**src/rtl/seg_codes_pkg.sv**
```systemverilog
// Shared definitions for the 6-digit multiplexed 7-segment scan bus:
// segment patterns (active-low, bit7 = point), display codes and the
// digit-select to display-index mapping.
package seg_codes_pkg;

   localparam int NUM_DIGITS = 6;

   typedef logic [4:0] code_t;
   typedef logic [5:0] sel_t;
   typedef logic [7:0] pat_t;

   // Active-low segment patterns with the point segment off (bit7 = 1)
   localparam pat_t PAT_0    = 8'hC0;
   localparam pat_t PAT_1    = 8'hF9;
   localparam pat_t PAT_2    = 8'hA4;
   localparam pat_t PAT_3    = 8'hB0;
   localparam pat_t PAT_4    = 8'h99;
   localparam pat_t PAT_5    = 8'h92;
   localparam pat_t PAT_6    = 8'h82;
   localparam pat_t PAT_7    = 8'hF8;
   localparam pat_t PAT_8    = 8'h80;
   localparam pat_t PAT_9    = 8'h90;
   localparam pat_t PAT_DASH = 8'hBF;
   localparam pat_t PAT_C    = 8'hC6;
   localparam pat_t PAT_H    = 8'h89;
   localparam pat_t PAT_DARK = 8'hFF;

   // AND-ing a digit pattern with this lights the decimal point
   localparam pat_t POINT_MASK = 8'h7f;

   localparam code_t CODE_POINT_OFS = 5'd10;
   localparam code_t CODE_DASH      = 5'd20;
   localparam code_t CODE_C         = 5'd21;
   localparam code_t CODE_H         = 5'd22;
   localparam code_t CODE_DARK      = 5'd31;

   // Digit 1 is driven by sel bit5, digit 6 by sel bit0
   function automatic logic [2:0] sel_to_index(input sel_t sel);
      logic [2:0] idx;
      idx = 3'd0;
      case (sel)
         6'b100000: idx = 3'd0;
         6'b010000: idx = 3'd1;
         6'b001000: idx = 3'd2;
         6'b000100: idx = 3'd3;
         6'b000010: idx = 3'd4;
         6'b000001: idx = 3'd5;
         default:   idx = 3'd0;
      endcase
      return idx;
   endfunction

   function automatic logic sel_is_onehot(input sel_t sel);
      return (sel != 6'd0) && ((sel & (sel - 6'd1)) == 6'd0);
   endfunction

endpackage

```
**src/rtl/seg_pattern_to_code.sv**
```systemverilog
// Combinational decoder from an active-low segment pattern to a display code.
// Digits 0-9 decode with or without the point; dash, C, H and dark only
// decode with the point off. Anything else is reported as unknown.
module seg_pattern_to_code
   import seg_codes_pkg::*;
(
   input  logic [7:0] pattern,
   output code_t      code,
   output logic       known
);

   logic [3:0] digit;
   logic       digit_known;

   // Look up the digit value with the point segment forced off
   always_comb begin
      // NOTE: every output of a combinational block gets a default first so no path leaves it unassigned (no latch).
      digit       = 4'd0;
      digit_known = 1'b1;
      case (pattern | ~POINT_MASK)
         PAT_0:   digit = 4'd0;
         PAT_1:   digit = 4'd1;
         PAT_2:   digit = 4'd2;
         PAT_3:   digit = 4'd3;
         PAT_4:   digit = 4'd4;
         PAT_5:   digit = 4'd5;
         PAT_6:   digit = 4'd6;
         PAT_7:   digit = 4'd7;
         PAT_8:   digit = 4'd8;
         PAT_9:   digit = 4'd9;
         default: digit_known = 1'b0;
      endcase
   end

   // Symbols match exactly; digits add 10 when the point (bit7 low) is lit
   always_comb begin
      code  = CODE_DARK;
      known = 1'b1;
      case (pattern)
         PAT_DASH: code = CODE_DASH;
         PAT_C:    code = CODE_C;
         PAT_H:    code = CODE_H;
         PAT_DARK: code = CODE_DARK;
         default: begin
            known = digit_known;
            code  = pattern[7] ? {1'b0, digit} : ({1'b0, digit} + CODE_POINT_OFS);
         end
      endcase
   end

endmodule

```
**src/rtl/seg_scan_decoder.sv**
```systemverilog
// Passive scan-bus receiver: synchronizes the segment/select bus, waits for
// it to settle, decodes each captured digit into dis1..dis6 and reports
// frame completion, loss of scan activity and illegal bus contents.
module seg_scan_decoder
   import seg_codes_pkg::*;
#(
   parameter int unsigned SETTLE_CYCLES  = 16,
   parameter int unsigned TIMEOUT_CYCLES = 200_000
) (
   input  logic       clk,
   input  logic       rst,
   input  logic [7:0] seg_in,
   input  logic [5:0] sel_in,
   output code_t      dis1,
   output code_t      dis2,
   output code_t      dis3,
   output code_t      dis4,
   output code_t      dis5,
   output code_t      dis6,
   output logic       frame_done,
   output logic       frame_valid,
   output logic       stale,
   output logic       code_err
);

   localparam logic [13:0] BUS_IDLE     = {PAT_DARK, 6'b000000};
   localparam logic [15:0] SETTLE_LAST  = 16'(SETTLE_CYCLES - 1);
   localparam logic [23:0] TIMEOUT_LAST = 24'(TIMEOUT_CYCLES);

   logic [13:0] bus_s1, bus_s2, bus_q;
   logic        change;
   logic [15:0] settle_cnt, settle_nxt;
   logic        armed, capture;

   pat_t        seg_cap;
   sel_t        sel_cap;
   code_t       dec_code;
   logic        dec_known;
   logic        sel_onehot;
   logic [2:0]  sel_idx;
   logic        valid_cap, bad_cap;

   sel_t        seen_mask, mask_merged;
   logic [23:0] tmo_cnt, tmo_nxt;
   logic        expire;
   code_t       dis_q [NUM_DIGITS];

   // Two-flop synchronizer plus a history register for change detection
   always_ff @(posedge clk or posedge rst) begin
      if (rst) begin
         bus_s1 <= BUS_IDLE;
         bus_s2 <= BUS_IDLE;
         bus_q  <= BUS_IDLE;
      end else begin
         // NOTE: sequential state uses non-blocking assignments so every register samples pre-edge values.
         bus_s1 <= {seg_in, sel_in};
         bus_s2 <= bus_s1;
         bus_q  <= bus_s2;
      end
   end

   assign change  = (bus_s2 != bus_q);
   assign seg_cap = bus_s2[13:6];
   assign sel_cap = bus_s2[5:0];

   // Settle counter: a change restarts it, capture fires once it reaches SETTLE-1
   always_comb begin
      settle_nxt = 16'd0;
      if (!change) begin
         settle_nxt = (settle_cnt == 16'hFFFF) ? settle_cnt : settle_cnt + 16'd1;
      end
      capture = (change || armed) && (settle_nxt == SETTLE_LAST);
   end

   // Settle counter and arm flag registers
   always_ff @(posedge clk or posedge rst) begin
      if (rst) begin
         settle_cnt <= 16'd0;
         armed      <= 1'b0;
      end else begin
         settle_cnt <= settle_nxt;
         armed      <= (change || armed) && !capture;
      end
   end

   seg_pattern_to_code u_decode (
      .pattern (seg_cap),
      .code    (dec_code),
      .known   (dec_known)
   );

   // Classify the capture and precompute the frame and timeout updates
   always_comb begin
      sel_onehot  = sel_is_onehot(sel_cap);
      sel_idx     = sel_to_index(sel_cap);
      valid_cap   = capture && sel_onehot && dec_known;
      bad_cap     = capture && (sel_cap != 6'd0) && !(sel_onehot && dec_known);
      mask_merged = seen_mask | sel_cap;
      tmo_nxt     = (tmo_cnt == 24'hFFFFFF) ? tmo_cnt : tmo_cnt + 24'd1;
      expire      = (tmo_nxt == TIMEOUT_LAST);
   end

   // Display registers, frame tracking, timeout and status pulses
   always_ff @(posedge clk or posedge rst) begin
      if (rst) begin
         // NOTE: dis_q is a six-entry register bank, not a RAM, so it can take a reset value (dark).
         for (int i = 0; i < NUM_DIGITS; i++) dis_q[i] <= CODE_DARK;
         seen_mask   <= 6'd0;
         tmo_cnt     <= 24'd0;
         frame_done  <= 1'b0;
         frame_valid <= 1'b0;
         stale       <= 1'b0;
         code_err    <= 1'b0;
      end else begin
         frame_done <= 1'b0;
         code_err   <= bad_cap;
         if (valid_cap) begin
            for (int i = 0; i < NUM_DIGITS; i++) begin
               if (i[2:0] == sel_idx) dis_q[i] <= dec_code;
            end
            tmo_cnt <= 24'd0;
            stale   <= 1'b0;
            if (mask_merged == 6'b111111) begin
               seen_mask   <= 6'd0;
               frame_done  <= 1'b1;
               frame_valid <= 1'b1;
            end else begin
               seen_mask <= mask_merged;
            end
         end else begin
            tmo_cnt <= tmo_nxt;
            if (expire) begin
               stale       <= 1'b1;
               frame_valid <= 1'b0;
               seen_mask   <= 6'd0;
            end
         end
      end
   end

   assign dis1 = dis_q[0];
   assign dis2 = dis_q[1];
   assign dis3 = dis_q[2];
   assign dis4 = dis_q[3];
   assign dis5 = dis_q[4];
   assign dis6 = dis_q[5];

endmodule

```
**config.mk**
```make
export PLATFORM = sky130hd
export DESIGN_NAME = seg_scan_decoder
export DESIGN_NICKNAME = d
export VERILOG_FILES = /design/src/rtl/seg_codes_pkg.sv /design/src/rtl/seg_pattern_to_code.sv /design/src/rtl/seg_scan_decoder.sv
export SDC_FILE = /design/constraint.sdc
export NUM_CORES = 1
export LEC_CHECK = 0
export ABC_CLOCK_PERIOD_IN_PS = 8800
export BUFFER_PORTS_ARGS = -buffer_cell sky130_fd_sc_hd__buf_2
export CAP_MARGIN = 0
export CORE_UTILIZATION = 35
export DETAILED_ROUTE_END_ITERATION = 10
export PLACE_DENSITY_LB_ADDON = 0.25
export SYNTH_ARGS = -nofsm -noshare
export SYNTH_HDL_FRONTEND = slang
export SYNTH_SLANG_ARGS = --single-unit
```
**constraint.sdc**
```tcl
create_clock -name clk -period 8.8 [get_ports clk]
set_clock_uncertainty 0.1 [all_clocks]
set_input_delay 0.44 -clock clk [delete_from_list [all_inputs] [get_ports clk]]
set_output_delay 0.44 -clock clk [all_outputs]
set_load 0.1 [all_outputs]
```
==> results_dict.tcl, run 1 <==
set metrics [dict create \
    finalNonFillerCells 845 \
    slowest_stage "and4bb_2" \
    path_class "flip-flop to flip-flop" \
    ant_nets 0 \
    synth_flop_cell "dfrtp_1" \
    worstPathArrival_ns 4.34 \
    status "finished, final reports clean" \
    worst-path-max-fanout 32 \
    cp_cell_sequence "xor2_1, nor4_1, nand4_2, or2_1, a311o_1, and4bb_2, o21ai_1, mux2_2" \
    path_buf_inv 0 \
    slew_viol_final 0 \
    finalSetupTns_ns 0 \
    num_rows 47 \
    place_ws_ns 4.61 \
    rsz0062_at_grt "no" \
    overflow 0 \
    numPortBuffers 49 \
    post_drt_wl_per_cell_um 15.3 \
    first_pass_iters 5 \
    synth_top_area_cell "dfrtp_1" \
    cts_inserted_buffers 17 \
    slowest_delay_ns 0.79 \
    start_kind "flip-flop" \
    placed_area_um2 6450 \
    nets 631 \
    slew_headroom_pct 30.8 \
    grt_pass1_wl_mm 22.5 \
    drive_gt1_share_pct 29.0 \
    gp_congestion 0.814 \
    die_h_um 134 \
    synth_seq_area_share_pct 51.9 \
    hold_depth 1 \
    hold_class "input port to flip-flop" \
    grt_usage_pct 16.0 \
    synth_warnings 0 \
    diodes 0 \
    drt_wl_total_mm 13.0 \
    synthToLayoutAreaGrowth_pct 16.9 \
    vias 4400 \
    r2r_cells 8 \
    grt_max_degree 66 \
    yosysMostFrequentCell "nor2_1" \
    clk_latency_ns 0.41 \
    finalCriticalPeriod_ns 4.11 \
    drtIter0Drc 225 \
    synth_fp_nets 592 \
    ys_ff_latch 123 \
    viasPerCell 5.21 \
    cts.htree.levels 4 \
    root_buffer "clkbuf_16" \
    pin_count 50 \
    drv_cap 0 \
    crit_family "simple AND/OR/NAND/NOR gates" \
    cts_setup_buffers 0 \
    dieArea_um2 17800 \
    hold_buffers 0 \
    fin_crit_sh_pct 46.7 \
    clk_pin_slew_ns 0.05 \
    synthArstFlopShare_pct 100 \
    die_w_um 134 \
    cts_tree "built" \
    netlist.area_leader.share_pct 28.5 \
    setup_viol 0 \
    cp_num_cells 8 \
    core_um2 16800 \
    grt_pass1_vias 4390 \
    power.density_nw_per_um2 193 \
    max_slew.worst_pin.slew_ns 1.03 \
    crit_required_ns 9.03 \
    syn_inst 573 \
    synth_cell_types 61 \
    fmax_mhz 244 \
    cts_resized 0 \
    netlist_area_um2 6060 \
    dp_cells 813 \
    clock_sinks 123 \
    antenna_found_initial 0 \
    route.detailed.drc 0 \
    peakVddDrop_uv 144 \
    syn_area_per_cell_um2 10.6 \
    setup_ws_ns 4.69 \
    synth_commonest_cells "nor2_1 (74), dfrtp_1 (69), dfstp_2 (54)" \
    synth_edf_count 0 \
    design_area_um2 7080 \
    hold_viol_final 0 \
    clockBufferDepth 2 \
    holdWs_ns 0.0310 \
    initial_core_util_pct 36.1 \
    leakagePower_nw 2.98 \
    worstSetupEndpointType "flip-flop" \
    dp_hpwl_mm 9.12 \
    yosys-top-cells-area "dfrtp_1 (29%), dfstp_2 (23%), mux2_2 (5.9%), nor2_1 (4.6%), xor2_1 (3.8%)" \
]
worst register-to-register path, stage by stage (launching register included):
cell      delay (ns)
dfrtp_1         0.72
xor2_1          0.15
nor4_1          0.30
nand4_2         0.46
or2_1           0.42
a311o_1         0.34
and4bb_2        0.79
o21ai_1         0.38
mux2_2          0.37
sequential cells by signal (all words and copies together), names as in the netlist, 6 cells and up:
| name | cells |
|---|---|
| tmo_cnt | 24 |
| settle_cnt | 16 |
| bus_q | 14 |
| bus_s1 | 14 |
| bus_s2 | 14 |
| seen_mask | 6 |
cell families after synthesis:
group                      count (synthesis)  share of synthesized area [%]
muxes                                     41                           7.44
and+or+nand+nor                          232                           21.0
xor gates and xnor gates                  48                           6.94
AOI/OAI and AO/OA                         82                           8.82
buffers and inverters                     44                           3.22
adders and majority gates                  3                          0.620
DFF                                      123                           51.9
stage by stage:
stage	utilization (%)	power (W)
6_report	42.3	0.00137
5_1_grt	42.3	0.00142
4_1_cts	42.3	0.00138
3_5_place_dp	38.5	0.000641
3_3_place_gp	38.5	0.000640
2_1_floorplan	-	0.000627
power breakdown:
group          internal (W)  switching (W)
Sequential         0.000581      0.0000144
Clock              0.000484       0.000252
Combinational     0.0000116      0.0000235
Total               0.00108       0.000290
worst paths after layout:
path,startpoint,end,slack [ns]
max,bus_s2[0],dis1[1],4.69
min,seg_in[7],bus_s1[13],0.03
max reg2reg,bus_s2[0],dis1[1],4.69
min reg2reg,bus_s1[2],bus_s2[2],0.25
max in group asynchronous,rst,bus_q[1],7.31
min in group asynchronous,rst,tmo_cnt[3],0.06
layer usage:
metal,track usage (%),wire length (µm)
met5,0,0
met4,5.74,131
met3,3.39,296
met2,23.7,5960
met1,22.9,6570
placed cells by master (no fill, tap or decap), drive strengths merged, types with 16 or more instances in the layout:
| master | Yosys | final |
|---|---|---|
| buf | 16 | 51 |
| clkbuf | 15 | 19 |
| dfrtp | 69 | 69 |
| dfstp | 54 | 54 |
| inv | 13 | 16 |
| mux2 | 32 | 32 |
| nand2 | 32 | 32 |
| nand3 | 22 | 22 |
| nand4 | 18 | 18 |
| nor2 | 74 | 74 |
| nor4 | 18 | 18 |
| o21ai | 20 | 20 |
| xnor2 | 22 | 22 |
| xor2 | 26 | 26 |
final cells by class:
| type | count | area, µm² |
|---|---|---|
| fillers | 1629 | 9680 |
| multi-input cells | 406 | 2720 |
| well taps | 220 | 275 |
| repair buffers | 51 | 260 |
| clock buffers | 19 | 443 |
| flip-flops and latches | 123 | 3150 |
| clock inverters | 13 | 189 |
| inverters | 13 | 51.3 |
Power figures use the tool's default switching activity.
==> inputs of run 2 (changes only) <==
--- a/config.mk
+++ b/config.mk
@@ -5,7 +5,7 @@
 export SDC_FILE = /design/constraint.sdc
 export NUM_CORES = 1
 export LEC_CHECK = 0
-export ABC_CLOCK_PERIOD_IN_PS = 8800
+export ABC_CLOCK_PERIOD_IN_PS = 3800
 export BUFFER_PORTS_ARGS = -buffer_cell sky130_fd_sc_hd__buf_2
 export CAP_MARGIN = 0
 export CORE_UTILIZATION = 35
==> constraint.sdc (replaced) <==
create_clock -name clk -period 3.8 [get_ports clk]
set_clock_uncertainty 0.1 [all_clocks]
set_input_delay 0.19 -clock clk [delete_from_list [all_inputs] [get_ports clk]]
set_output_delay 0.19 -clock clk [all_outputs]
set_load 0.1 [all_outputs]
==> run 2 against run 1 <==
Compared with the run above:
- non-clock buffer count up 33
- combinational power rose to 3.2 times the previous value
- cell count up 3.9%
- critical path depth up 2
- global-route usage up 0.11 points
- register-to-register slack worse by 4.5 ns
- first-iteration DRC count down 19%
- wire length up 3.3%
- critical path type unchanged
- largest cell class unchanged
- highest routed layer unchanged
==> results_dict.tcl, run 2 (synthesis gave the netlist of run 1 again) <==
set metrics [dict create \
    power.density_nw_per_um2 417 \
    grt_pass1_vias 4500 \
    worst-path-max-fanout 7 \
    hold_viol_final 0 \
    regMostFlops "tmo_cnt" \
    dp_hpwl_mm 9.35 \
    r2r-end "dis4[4]" \
    r2r_cells 10 \
    worstSetupEndpointType "flip-flop" \
    drv_cap 0 \
    reg.largest.list "tmo_cnt (24), settle_cnt (16)" \
    peakVddDrop_uv 281 \
    power_w 0.00306 \
    num_rows 47 \
    multiInputGateArea_um2 2730 \
    r2r_setup_slack_ns 0.19 \
    numPortBuffers 49 \
    viasPerCell 5.10 \
    final_common_cell "nor2_1" \
    clockBufferDepth 2 \
    slew_viol_final 0 \
    fillers 1612 \
    start_kind "flip-flop" \
    fin_crit_sh_pct 95.1 \
    core_um2 16800 \
    use_met2_pct 24.8 \
    placed_area_um2 6590 \
    grt-busiest-layer "met2" \
    clk_latency_ns 0.42 \
    leakagePower_nw 3.10 \
    grtUsageMet1_pct 21.7 \
    grt_max_degree 79 \
    crit-reg2reg-launch "settle_cnt[0]" \
    pin_count 50 \
    grt_pass1_wl_mm 22.4 \
    diodes 0 \
    cts_inserted_buffers 17 \
    synthToLayoutAreaGrowth_pct 21.2 \
    holdPathEnd "bus_s2[1]" \
    drive_gt1_share_pct 30.4 \
    worstPathArrival_ns 3.85 \
    finalSetupTns_ns 0 \
    post_drt_wl_per_cell_um 15.2 \
    dieArea_um2 17800 \
    rsz0062_at_grt "no" \
    largest_reg_flops 24 \
    die_w_um 134 \
    slew_headroom_pct 33.3 \
    fmax_mhz 277 \
    setup_viol 0 \
    hold_class "flip-flop to flip-flop" \
    cts_tree "built" \
    vias 4477 \
    die_h_um 134 \
    layout_common_cells "nor2_1 (74), dfrtp_1 (69), dfstp_2 (54)" \
    ant_nets 0 \
    first_pass_iters 5 \
    met3_usage_pct 3.54 \
    clock_sinks 123 \
    cts.htree.levels 4 \
    finalCriticalPeriod_ns 3.61 \
    initial_core_util_pct 36.1 \
    crit_required_ns 4.04 \
    design_area_um2 7340 \
    route.detailed.drc 0 \
    hold_depth 0 \
    overflow 0 \
    status "finished, final reports clean" \
    antenna_found_initial 0 \
    gp_congestion 0.833 \
    nets 664 \
    path_class "flip-flop to flip-flop" \
    clk_pin_slew_ns 0.06 \
    max_slew.worst_pin.slew_ns 0.993 \
    grt_usage_pct 16.1 \
    drt_wl_total_mm 13.4 \
    finalCoreUtilization_pct 43.8 \
    hp-start "bus_s1[1]" \
    drtIter0Drc 183 \
    area.sequential_um2 3150 \
    root_buffer "clkbuf_16" \
]
-- run 2: changes by cell type in the layout (fill, tap and decap cells not counted), sizes merged --
cell / change
clkinvlp: +2
bufinv: -2
buf: +18
dlygate4sd3: +15
-- run 2: power breakdown --
part	switching (W)	internal, W
clock network	0.000597	0.000984
logic	0.0000686	0.0000425
registers	0.0000232	0.00135
-- run 2: stage by stage --
stage	worst slack [ns]	std cells	hold slack, ns
6_report	0.187	878	0.246
5_1_grt	0.0255	878	0.249
4_1_cts	0.0745	877	0.248
3_5_place_dp	0.0871	830	0.199
3_3_place_gp	0.164	830	0.200
2_1_floorplan	0.328	573	0.0945
-- run 2: layer usage --
layer / share of wire, % / routed length (µm)
met4: 1.9 / 257
met5: 0 / 0
met1: 48 / 6410
met2: 47 / 6310
met3: 3.0 / 408
-- run 2: worst max path at each step --
stage / startpoint / cells after the start / endpoint / slack [ns]
6_report: settle_cnt[0] / 10 / dis4[4] / 0.19
5_1_grt: settle_cnt[0] / 10 / dis4[4] / 0.03
4_1_cts: settle_cnt[0] / 9 / dis2[4] / 0.07
3_5_place_dp: settle_cnt[0] / 9 / dis2[4] / 0.09
3_3_place_gp: settle_cnt[0] / 9 / dis2[4] / 0.16
2_1_floorplan: rst / 1 / armed / 0.33
-- run 2: timing repair --
action                     in CTS  in global routing
hold endpoints to repair       64                  0
resized for setup               0                  4
hold buffers                   15                  0
buffers inserted                0                  1
setup endpoints to repair       0                 20
-- run 2: cell type report --
class / count / area share [%]
Sequential cell: 123 / 42.8
Multi-Input combinational cell: 406 / 37.2
Timing Repair Buffer: 84 / 7.60
Clock buffer: 19 / 6.03
Tap cell: 220 / 3.75
Clock inverter: 13 / 1.93
Inverter: 13 / 0.699
-- run 2: critical path: stages (launching register included) --
cell and delay [ns]:
dfrtp_1 0.46, ha_2 0.29, nand2_1 0.09, nor3_1 0.28
or3_1 0.23, mux2_2 0.35, o32ai_1 0.34, or4b_4 0.64
nor4_4 0.23, buf_4 0.18, mux2_2 0.34
